### src/rtl/fetch_unit_pkg.sv
// Shared fetch/decode definitions: fetch FSM encodings and the instruction fields
// that decide whether an operand byte follows the instruction word.
package fetch_unit_pkg;

  typedef enum logic [1:0] {
    StFetchHi   = 2'd0,
    StFetchLo   = 2'd1,
    StFetchData = 2'd2,
    StHold      = 2'd3
  } fetch_state_e;

  localparam int unsigned ONE_ARG_BIT = 15;
  localparam int unsigned SRC_MSB     = 10;
  localparam int unsigned SRC_LSB     = 9;
  localparam logic [1:0]  SRC_DATA    = 2'b01;

  // True when the instruction takes a data-sourced operand byte.
  function automatic logic needs_data(input logic [15:0] inst);
    return inst[ONE_ARG_BIT] && (inst[SRC_MSB:SRC_LSB] == SRC_DATA);
  endfunction

endpackage

### src/rtl/fetch_pc.sv
// Program counter for the fetch stage: load has priority over increment, and the
// increment wraps modulo 2^ADDR_W.
module fetch_pc #(
  parameter int unsigned        ADDR_W   = 8,
  parameter logic [ADDR_W-1:0]  RESET_PC = '0
) (
  input  logic              clk,
  input  logic              rst_n,
  input  logic              inc,
  input  logic              load,
  input  logic [ADDR_W-1:0] load_addr,
  output logic [ADDR_W-1:0] pc
);

  logic [ADDR_W-1:0] pc_q;

  // PC register: redirect wins, otherwise step past each accepted byte.
  always_ff @(posedge clk or negedge rst_n) begin
    if (!rst_n) begin
      pc_q <= RESET_PC;
    end else if (load) begin
      pc_q <= load_addr;
    end else if (inc) begin
      pc_q <= pc_q + ADDR_W'(1);
    end
  end

  assign pc = pc_q;

endmodule

### src/rtl/fetch_unit.sv
// Instruction fetch stage: reads a 16-bit instruction high byte first over an 8-bit
// memory port, optionally one operand byte, then holds {inst, data} for the decoder
// until consumed. Define FETCH_INST_PC_EN to add the inst_pc port and register.
module fetch_unit
  import fetch_unit_pkg::*;
#(
  parameter int unsigned        ADDR_W   = 8,
  parameter logic [ADDR_W-1:0]  RESET_PC = '0
) (
  input  logic              clk,
  input  logic              rst_n,
  output logic [ADDR_W-1:0] mem_addr,
  output logic              mem_req,
  input  logic              mem_ack,
  input  logic [7:0]        mem_rdata,
  input  logic              pc_load,
  input  logic [ADDR_W-1:0] pc_load_addr,
`ifdef FETCH_INST_PC_EN
  output logic [ADDR_W-1:0] inst_pc,
`endif
  output logic [15:0]       inst,
  output logic [7:0]        data,
  output logic              inst_valid,
  input  logic              inst_ready
);

  fetch_state_e      state_q, state_d;
  logic [15:0]       inst_q, inst_d;
  logic [7:0]        data_q, data_d;
  logic [ADDR_W-1:0] pc;
  logic              accept;

  // A byte counts only when requested and not overridden by a redirect.
  assign mem_req  = (state_q != StHold);
  assign accept   = mem_req && mem_ack && !pc_load;
  assign mem_addr = pc;

  fetch_pc #(
    .ADDR_W   (ADDR_W),
    .RESET_PC (RESET_PC)
  ) u_fetch_pc (
    .clk       (clk),
    .rst_n     (rst_n),
    .inc       (accept),
    .load      (pc_load),
    .load_addr (pc_load_addr),
    .pc        (pc)
  );

  // Next state and byte capture; a redirect abandons whatever is in flight.
  always_comb begin
    state_d = state_q;
    inst_d  = inst_q;
    data_d  = data_q;
    if (pc_load) begin
      state_d = StFetchHi;
    end else begin
      unique case (state_q)
        StFetchHi: begin
          if (mem_ack) begin
            inst_d[15:8] = mem_rdata;
            data_d       = 8'h00;
            state_d      = StFetchLo;
          end
        end
        StFetchLo: begin
          if (mem_ack) begin
            inst_d[7:0] = mem_rdata;
            state_d     = needs_data({inst_q[15:8], mem_rdata}) ? StFetchData : StHold;
          end
        end
        StFetchData: begin
          if (mem_ack) begin
            data_d  = mem_rdata;
            state_d = StHold;
          end
        end
        StHold: begin
          if (inst_ready) begin
            state_d = StFetchHi;
          end
        end
        default: state_d = StFetchHi;
      endcase
    end
  end

  // FSM and capture registers.
  always_ff @(posedge clk or negedge rst_n) begin
    if (!rst_n) begin
      state_q <= StFetchHi;
      inst_q  <= 16'h0000;
      data_q  <= 8'h00;
    end else begin
      state_q <= state_d;
      inst_q  <= inst_d;
      data_q  <= data_d;
    end
  end

`ifdef FETCH_INST_PC_EN
  logic [ADDR_W-1:0] inst_pc_q;

  // Latch the high-byte address so it stays stable through HOLD.
  always_ff @(posedge clk or negedge rst_n) begin
    if (!rst_n) begin
      inst_pc_q <= RESET_PC;
    end else if (accept && (state_q == StFetchHi)) begin
      inst_pc_q <= pc;
    end
  end

  assign inst_pc = inst_pc_q;
`endif

  assign inst       = inst_q;
  assign data       = data_q;
  assign inst_valid = (state_q == StHold);

endmodule
### config.mk
export PLATFORM = sky130hd
export DESIGN_NAME = fetch_unit
export DESIGN_NICKNAME = d
export VERILOG_FILES = /design/src/rtl/fetch_unit_pkg.sv /design/src/rtl/fetch_pc.sv /design/src/rtl/fetch_unit.sv
export SDC_FILE = /design/constraint.sdc
export NUM_CORES = 1
export LEC_CHECK = 0
export ABC_AREA = 1
export CAP_MARGIN = 20
export CORE_ASPECT_RATIO = 1.1
export CORE_MARGIN = 10
export CORE_UTILIZATION = 50
export DETAILED_ROUTE_END_ITERATION = 8
export PLACE_DENSITY = 0.85
export SLEW_MARGIN = 15
export SYNTH_ARGS = -nofsm -noshare
export SYNTH_HDL_FRONTEND = slang
export SYNTH_SLANG_ARGS = --single-unit
### constraint.sdc
create_clock -name clk -period 3.6 [get_ports clk]
set_clock_uncertainty 0.15 [all_clocks]
set_input_delay 1.08 -clock clk [delete_from_list [all_inputs] [get_ports clk]]
set_output_delay 1.08 -clock clk [all_outputs]
set_load 0.005 [all_outputs]
# After elaboration in Yosys (flattened, before gate mapping)
# Cells that the tools add are included.
[totals]
register_bits = 34
elab_cells = 41
input_bits = 21
out_inout_bits = 34
[classes]
n_eq_ne = 11
n_reduce_logical = 11
add_sub_neg = 1
muxes = 12
n_bitwise = 1
[ops]
columns = ["operator", "count"]
rows = [
  ["$mux W8", 4],
  ["$pmux W8 S2", 1],
  ["$mux W2", 5],
  ["$ne A3 B3 Y1 const B", 3],
  ["$add A8 B1 Y8 const B", 1],
  ["$pmux W2 S4", 1],
  ["$reduce_and A4 Y1", 2],
  ["$ne A2 B2 Y1 const B", 3],
  ["$reduce_and A3 Y1", 2],
  ["$eq A2 B1 Y1 const B", 2],
  ["$eq A2 B2 Y1 const B", 2],
  ["$reduce_bool A2 Y1", 2],
  ["$logic_and A1 B1 Y1", 3],
  ["$ne A3 B2 Y1 const B", 1],
  ["$logic_not A2 Y1", 1],
  ["$logic_not A1 Y1", 1],
  ["$mux W1", 1],
  ["$not A1 Y1", 1],
]

# Longest topological paths before layout
# Gate-level depths: netlist of the first run.
[depth]
depth_word = 6
ltp_mapped = 8
mapped_depth_nobuf = 8

# Cells and area by module
# Synthesis of the first run repeated with hierarchy kept, for this count alone.
[hier_totals]
hier_cells = 194
hier_area_um2 = 1745.4
[modules_own_cells]
columns = ["module", "area_each_um2", "instances", "seq_area_each_um2", "cells_each"]
rows = [
  ["fetch_unit", 1246.2, 1, 650.6, 132],
  ["fetch_pc", 499.2, 1, 200.2, 62],
]

# Least setup slack after synthesis of the first run
# No wires, ideal clock.
[synth_path]
path_type = "register -> output"
startpoint = "register state_q[0]"
endpoint = "output mem_req"
path_slack_ps = 1604
required_ps = 2370
arrival_ps = 766
stages_incl_launch_ff = 3
n_path_buf = 0
cell_sequence = "dfrtp_1 ha_1 inv_1"
[synth_via]
elab_chain_cells = 1
[synth_lines]
columns = ["element", "line", "text"]
rows = [
  ["from (decl)", "fetch_unit.sv:27", "fetch_state_e state_q, state_d;"],
  ["from (signal assigned)", "fetch_unit.sv:91", "state_q <= StFetchHi;"],
  ["from (signal assigned)", "fetch_unit.sv:95", "state_q <= state_d;"],
  ["$ne A2 B2 Y1", "fetch_unit.sv:34", "assign mem_req = (state_q != StHold);"],
  ["to (decl)", "fetch_unit.sv:13", "output logic mem_req,"],
]
# No other way between the ends.

# Worst setup path in the final report of the first run
# Ends and elaborated chain as after synthesis.

==> results.cfg, run 1 <==
[drt]
drt_iter0_markers = 62
vias = 1488
vias_per_cell = 4.944
wl_per_cell_um = 14.13
highest_layer = met4
dr.pass1.iters = 4
wl_met3_um = 466
postRouteAntennaNets = 0
wirelength_mm = 4.253
drt-met1-wl_mm = 1.812
drc_errors = 0
wl_met2_mm = 1.920

[placement]
gp_congestion = 0.8507
dp_hpwl_mm = 3.169
io_buffers = 54
post-place-ws_ns = 0.6939

[timing]
slew_headroom_pct = 61.38
slew_violations = 0
fmax_mhz = 341.7
setup_slack_ns = 0.6738
finalCritPeriodShare_pct = 81.28
finalSetupTns_ns = 0
worstMarginPinSlew_ns = 0.5775
fin_crit_ns = 2.926
setup_violations = 0
hold_viol = 0
rsz0062_at_grt = false

[cts]
cts-root-buf = clkbuf_4
cts_max_path_buffers = 2
insertion_delay_ns = 0.35
cts_setup_buffers = 0
cts_sinks = 34
hold_buffers = 0
cts_tree = built
cts_buffers = 5
cts_resized = 0
htreeDepth = 2
clkTransAtPathRegs_ns = 0.11

[worst_setup_path]
reg2reg_from = state_q[0]
required_ns = 2.37
r2r_end = u_fetch_pc.pc[6]
arrival_ns = 1.70
path_class = reg2out
reg2reg_depth = 6
critPathCaptureType = output port
worst-path-max-fanout = 6
start_kind = flop
rrSetupSlack_ns = 1.83

[cells_and_area]
nets = 279
multi_input_area_sq_um = 744.5
area_delta_synth_final_pct = 34.29
diodes = 0
drive_gt1_share_pct = 16.21
fill_cells = 275
seq_area_sq_um = 850.8
fin_util_pct = 71.06

[die]
io_pins = 55
start_util_pct = 52.92
rows = 22
coreArea_sq_um = 3386
die-area_sq_um = 6381
die_w_um = 77.08
die_h_um = 82.79

[power_and_ir_drop]
leakage_nw = 1.139
power_density_nw_per_um2 = 682.0
vdd_drop_max_mv = 0.5105

[global_route]
grt-ovfl-total = 0
antenna_found_initial = 0
grt_use_total_pct = 14.68
grt_pass1_wl_mm = 7.355
grt_pass1_vias = 1561
grt_start_max_net_pins = 35

[logic_synthesis]
ys_types = 26
synth_top_family_by_area = simple AND/OR/NAND/NOR gates
synth_seq_area_share_pct = 47.49
yosys_warnings = 0
synth_mux_area_share_pct = 0
ys_ff_latch = 34
syn_avg_cell_area_sq_um = 9.141
synth_cells = 196
synthAdderAreaFrac_pct = 4.190
synthSimpleGateAreaFrac_pct = 19.48
synthesis.area_sq_um = 1792
syn_nets = 223
synth_compound_gate_area_share_pct = 17.88
synth_xor_area_share_pct = 0

[flow_run]
drv_cap = 0

[hold_path]
hp-start = inst[11]
hold_end = inst[11]
holdPathStages = 2
hp-class = reg2reg

[status]
status = finished, final reports clean
## how the worst max path moves through the flow
stage,startpoint,to,slack [ns],cells past startpoint
after floorplan,state_q[0],mem_req,1.60,2
after global placement,pc_load,u_fetch_pc.pc[6],0.78,7
after detailed placement,pc_load,u_fetch_pc.pc[6],0.69,7
after CTS,state_q[0],mem_req,0.66,3
after global routing,state_q[0],mem_req,0.56,3
final,state_q[0],mem_req,0.67,3
## Yosys cell counts
master    number  area (sq um)
a21oi_1        2         10.01
a21oi_2        1         8.760
a22oi_2        1         12.51
a31oi_1        1         6.260
and2_1         1         6.260
buf_6          5         56.30
buf_8          1         15.01
dfrtp_1       34         850.8
ha_1           6         75.07
inv_1         30         112.6
inv_2          1         3.750
inv_6          1         8.760
nand2_1       43         161.4
nand2_2        5         31.28
nand2_4        2         22.52
nand3_1        9         45.04
nand3b_1       2         15.01
nor2_1        11         41.29
nor2_2         1         6.260
nor2_8         1         20.02
o21ai_0        6         30.03
o21ai_1        3         15.01
o21ai_2       18         157.7
o21ai_4        1         16.27
o21bai_1       1         7.510
o22ai_1        9         56.30
## stage by stage
stage	hold slack [ns]	power [mW]	area [sq um]	std cells
after floorplan	0.3292	0.9800	1792	196
after global placement	0.3185	1.354	2328	293
after detailed placement	0.3208	1.370	2328	293
after CTS	0.3500	1.661	2406	301
after global routing	0.3762	1.768	2406	301
final	0.3488	1.641	2406	301
## worst max-delay path: stages, from the launching register on
cell             delay, ns
dfrtp_1               0.46
ha_1                  0.31
inv_1                 0.08
clkdlybuf4s50_1       0.49
## cell type report
| class | instances | share of cell area [%] |
|---|---|---|
| tap | 48 | 2.496 |
| clock inverter | 3 | 1.664 |
| inverter | 32 | 5.200 |
| multi-input combinational | 124 | 30.94 |
| clock buffer | 5 | 1.560 |
| timing repair buffer | 55 | 22.78 |
| sequential | 34 | 35.36 |
## per-layer routing
| metal | GRT usage, % | vias up |
|---|---|---|
| li1 | - | 738 |
| met1 | 16.27 | 689 |
| met2 | 23.02 | 56 |
| met3 | 8.944 | 5 |
| met4 | 5.292 | 0 |
| met5 | 0 | - |
## where the power goes
part	internal [mW]	switching [mW]
registers	0.530	0.116
clock network	0.144	0.141
logic	0.408	0.302
total	1.08	0.559
## flip-flops by register name (all words and copies together), names as in the netlist
register       flops
state_q            2
inst              16
data               8
u_fetch_pc.pc      8
## cell families after synthesis
group,Yosys count
AO/OA/AOI/OAI,43
adder cells (fa/ha/maj),6
buffers and inverters,38
flip-flops,34
AND/OR/NAND/NOR,75
## cell usage in the layout, fill, tap and decap left out, types with 2 or more instances in the layout
master,n
nand2_4,2
clkinv_2,2
o21ai_1,3
o21ai_0,6
o21ai_2,18
ha_1,6
clkdlybuf4s50_1,54
dfrtp_1,34
clkbuf_4,5
o22ai_1,9
nand2_2,5
nand2_1,43
nand3_1,9
a21oi_1,2
nand3b_1,2
nor2_1,11
inv_1,30
No activity file was read; power rests on OpenSTA's default activity.
==> run 2: changes to the inputs <==
Settings changed: CORE_UTILIZATION 50 to 42, PLACE_DENSITY 0.85 to 0.76.
Clock period 3.6 ns to 2.4 ns, I/O delays scaled along.
==> run 2 against run 1 <==
  * Utilization shrank 10 points
  * Sequential power grew 50%
  * Final cell count grew 2.3%
  * Wire length grew 2.1%
  * Global-route usage shrank 1.8 points
  * Sequential cell count is the same
  * Register-to-register slack lost 1.3 ns
  * Critical path depth is the same
  * Combinational power grew 55%
  * Design area grew 2.4%
  * Largest cell class unchanged
==> results.cfg, run 2 (synthesized netlist as in run 1, its figures left out) <==
[placement]
dp.cells = 298
post-place-ws_ns = 0.1333
gp_congestion = 0.7104
io_buffers = 54
dp_hpwl_mm = 3.197
placed_cell_area_sq_um = 2341

[worst_setup_path]
critPathCaptureType = output port
path_class = reg2out
worst-path-max-fanout = 4
r2r_end = data[6]
arrival_ns = 1.47
reg2reg_from = state_q[1]
required_ns = 1.53
rrSetupSlack_ns = 0.56
reg2reg_depth = 7
start_kind = flop

[timing]
setup_slack_ns = 0.06371
slew_headroom_pct = 71.80
fmax_mhz = 428.0
fin_crit_ns = 2.336
hold_viol = 0
finalSetupTns_ns = 0
finalCritPeriodShare_pct = 97.35
worstMarginPinSlew_ns = 0.4231
fin_hold_ws_ns = 0.3364
slew_violations = 0
setup_violations = 0

[status]
status = finished, final reports clean

[global_route]
grt_use_total_pct = 12.86
grt_pass1_vias = 1525
antenna_found_initial = 0
grt-ovfl-total = 0
grt_start_max_net_pins = 35
grt_pass1_wl_mm = 7.210

[flow_run]
drv_cap = 0

[die]
rows = 24
coreArea_sq_um = 4054
io_pins = 55
die_w_um = 82.28
die_h_um = 88.51
start_util_pct = 44.20
die-area_sq_um = 7282

[cells_and_area]
most-common-layout-cells = 54 x clkdlybuf4s50_1, 43 x nand2_1, 34 x dfrtp_1
seq_area_sq_um = 850.8
area_delta_synth_final_pct = 37.50
fin_util_pct = 60.77
diodes = 0
final_area_sq_um = 2464
multi_input_area_sq_um = 757.0
largest_reg_flops = 16
final_cells = 308
nets = 282
drive_gt1_share_pct = 17.58
fill_cells = 363
final_common_cell = clkdlybuf4s50_1

[drt]
postRouteAntennaNets = 0
vias_per_cell = 4.760
wl_per_cell_um = 14.09
drc_errors = 0
wirelength_mm = 4.341
dr.pass1.iters = 4
drt_iter0_markers = 74
vias = 1466

[cts]
insertion_delay_ns = 0.29
clkTransAtPathRegs_ns = 0.07
cts_sinks = 34
cts_max_path_buffers = 2
cts-root-buf = clkbuf_8
cts_tree = built
cts_buffers = 5
htreeDepth = 2

[power_and_ir_drop]
power_density_nw_per_um2 = 1020
vdd_drop_max_mv = 0.5998
leakage_nw = 1.155
finalPower_mw = 2.512

[hold_path]
hp-class = reg2reg
hold_end = inst[4]
holdPathStages = 2
hp-start = inst[4]
[run 2: final cells by class]
class | count | share of cell area (%)
sequential | 34 | 34.54
multi-input combinational | 124 | 30.73
timing repair buffer | 58 | 23.16
inverter | 32 | 5.079
clock buffer | 6 | 3.352
tap | 52 | 2.641
clock inverter | 2 | 0.5079
[run 2: where the power goes]
part	switching, mW	internal (mW)
clock network	0.215	0.231
registers	0.170	0.797
logic	0.467	0.633
[run 2: routing by layer]
metal | GRT usage [%] | share of wire (%)
met5 | 0 | 0
met4 | 4.644 | 1.5
met3 | 8.519 | 14
met2 | 19.39 | 44
met1 | 14.15 | 41
[run 2: worst max path at each step]
stage,cells after the start,slack (ns),startpoint,endpoint
after detailed placement,7,0.13,mem_ack,u_fetch_pc.pc[5]
final,3,0.06,state_q[1],mem_req
after floorplan,2,0.76,state_q[0],mem_req
after CTS,3,0.02,state_q[1],mem_req
after global placement,5,0.17,pc_load,data[7]
after global routing,3,-0.002,state_q[1],mem_req
[run 2: critical path, cell delays in order (launching register included)]
cell and delay (ns):
dfrtp_1 0.43, ha_4 0.21, inv_1 0.05, clkdlybuf4s50_1 0.49
[run 2: what timing repair did]
action / CTS / global route
hold buffers: 0 / 0
endpoints found under the setup margin: 2 / 2
buffers inserted: 1 / 1
gates resized for setup: 1 / 1
==> run 3: changes to the inputs <==
Clock period 2.4 ns to 2.1 ns, I/O delays scaled along.
==> run 3 against run 2 <==
  * Wire length shrank 0.94%
  * Global-route usage fell by 0.72 points
  * Highest routed layer unchanged
  * Sequential share of layout area is 0.60 points lower
  * Design area grew 1.9%
==> results.cfg, run 3 (synthesized netlist as in run 1, its figures left out) <==
[status]
status = finished, final reports clean

[drt]
postRouteAntennaNets = 0
wirelength_mm = 4.300
drt_iter0_markers = 43
vias = 1479
vias_per_cell = 4.725
drc_errors = 0
dr.pass1.iters = 4
wl_per_cell_um = 13.74

[global_route]
grt_pass1_vias = 1474
grt_use_total_pct = 12.14
grt_start_max_net_pins = 35
grt-ovfl-total = 0
antenna_found_initial = 0
grt_pass1_wl_mm = 6.913

[worst_setup_path]
worst-path-max-fanout = 2
slowest_stage = dfrtp_1
r2r_end = data[6]
slowest_delay_ns = 0.39
reg2reg_depth = 8
path_cells = ha_2 > buf_4 > inv_1 > dlygate4sd2_1
start_kind = flop
cpLargestDelayFamily = flip-flops
required_ns = 1.32
arrival_ns = 1.27
critPathCaptureType = output port
cp.buffers_inverters = 3
rrSetupSlack_ns = 0.25
path_class = reg2out
reg2reg_from = state_q[1]

[cts]
htreeDepth = 2
cts_max_path_buffers = 2
cts_tree = built
clkTransAtPathRegs_ns = 0.07
cts_sinks = 34
insertion_delay_ns = 0.29
cts-root-buf = clkbuf_8
cts_buffers = 5

[die]
start_util_pct = 44.20
io_pins = 55
die-area_sq_um = 7282
rows = 24
die_w_um = 82.28
die_h_um = 88.51
coreArea_sq_um = 4054

[power_and_ir_drop]
seqPwrFrac_pct = 38.4
switching_share_pct = 33.41
leakage_nw = 1.191
p_int_mw = 1.913
vdd_drop_max_mv = 0.7013
power_density_nw_per_um2 = 1144
finalPower_mw = 2.872
combPwrFrac_pct = 44.1
switching_power_uw = 959.6
clkPwrFrac_pct = 17.5

[cells_and_area]
diodes = 0
most-common-layout-cells = 52 x clkdlybuf4s50_1, 43 x nand2_1, 33 x dfrtp_1
nets = 287
drive_gt1_share_pct = 19.16
final_area_sq_um = 2511
final_common_cell = clkdlybuf4s50_1
area_delta_synth_final_pct = 40.15
final_cells = 313
largest_reg_flops = 16

[timing]
rsz0062_at_grt = false
worstMarginPinSlew_ns = 0.3107
finalCritPeriodShare_pct = 97.68
fmax_mhz = 487.5
slew_headroom_pct = 79.29
fin_crit_ns = 2.051
slew_violations = 0
fin_hold_ws_ns = 0.3330
hold_viol = 0
setup_violations = 0

[placement]
gp_congestion = 0.7478
dp_hpwl_mm = 3.150
io_buffers = 54
dp.cells = 302
placed_cell_area_sq_um = 2396

[hold_path]
hp-class = reg2reg
holdPathStages = 2
hold_end = inst[5]
hp-start = inst[5]

[flow_run]
drv_cap = 0
==> run 3: changes by cell type in the layout (fill, tap and decap cells not counted), moves of 2 or more <==
cell	change
clkdlybuf4s50_1	-2
buf_4	+3
dlygate4sd2_1	+2
buf_12	+2
==> run 3: layout make-up <==
type,count,area (sq um)
clock buffer,7,86.33
clock inverter,1,5.005
fill,354,1543
inverter,32,125.1
multi-input combinational,124,747.0
sequential,34,852.1
tap,52,65.06
timing repair buffer,63,630.6
==> run 3: through the flow <==
step / utilization, % / worst slack (ns) / TNS [ns]
finish: 61.94 / 0.04873 / 0
global route: 61.94 / 0.008383 / 0
CTS: 61.73 / 0.03345 / 0
detailed placement: 59.10 / -0.05179 / -0.3004
global placement: 59.10 / -0.002881 / -0.01368
floorplan: - / 0.5535 / 0
==> run 3: worst max path at each step <==
| stage | endpoint | cells after the start | slack, ns | from |
|---|---|---|---|---|
| after floorplan | mem_req | 2 | 0.55 | state_q[0] |
| after global placement | data[5] | 5 | -0.003 | pc_load |
| after detailed placement | data[3] | 5 | -0.05 | pc_load |
| after CTS | mem_addr[5] | 1 | 0.03 | u_fetch_pc.pc[5] |
| after global routing | mem_req | 4 | 0.008 | state_q[1] |
| final | mem_req | 4 | 0.05 | state_q[1] |
==> run 3: power groups by stage <==
stage          Clock, mW  Sequential (mW)  Combinational [mW]
6_report           0.503             1.10                1.27
3_5_place_dp           0             1.10                1.27
3_3_place_gp           0             1.10                1.25
2_1_floorplan          0             1.11               0.568
5_1_grt            0.539             1.14                1.42
4_1_cts            0.505             1.10                1.29
==> run 3: repair_timing <==
action | 4_1_cts | 5_1_grt
endpoints found under the hold margin | 0 | 0
pin swaps | 1 | 0
setup endpoints to repair | 2 | 2
hold buffers | 0 | 0
setup buffers | 2 | 1
gates resized for setup | 3 | 1
==> run 3: worst register-to-register path, stage by stage, from the launching register on <==
cell and delay (ns):
dfrtp_1 0.39, buf_4 0.13, buf_4 0.13, inv_1 0.11, ha_1 0.24, inv_1 0.05, nand2_1 0.07, and2_1 0.31
o22ai_1 0.12
==> run 3: layer usage <==
| metal | GRT usage [%] | vias to the layer above | routed length (um) |
|---|---|---|---|
| met1 | 13.91 | 675 | 1862 |
| met2 | 18.47 | 49 | 1851 |
| li1 | - | 750 | - |
| met5 | 0 | - | 0 |
| met3 | 7.099 | 5 | 542 |
| met4 | 4.025 | 0 | 44 |
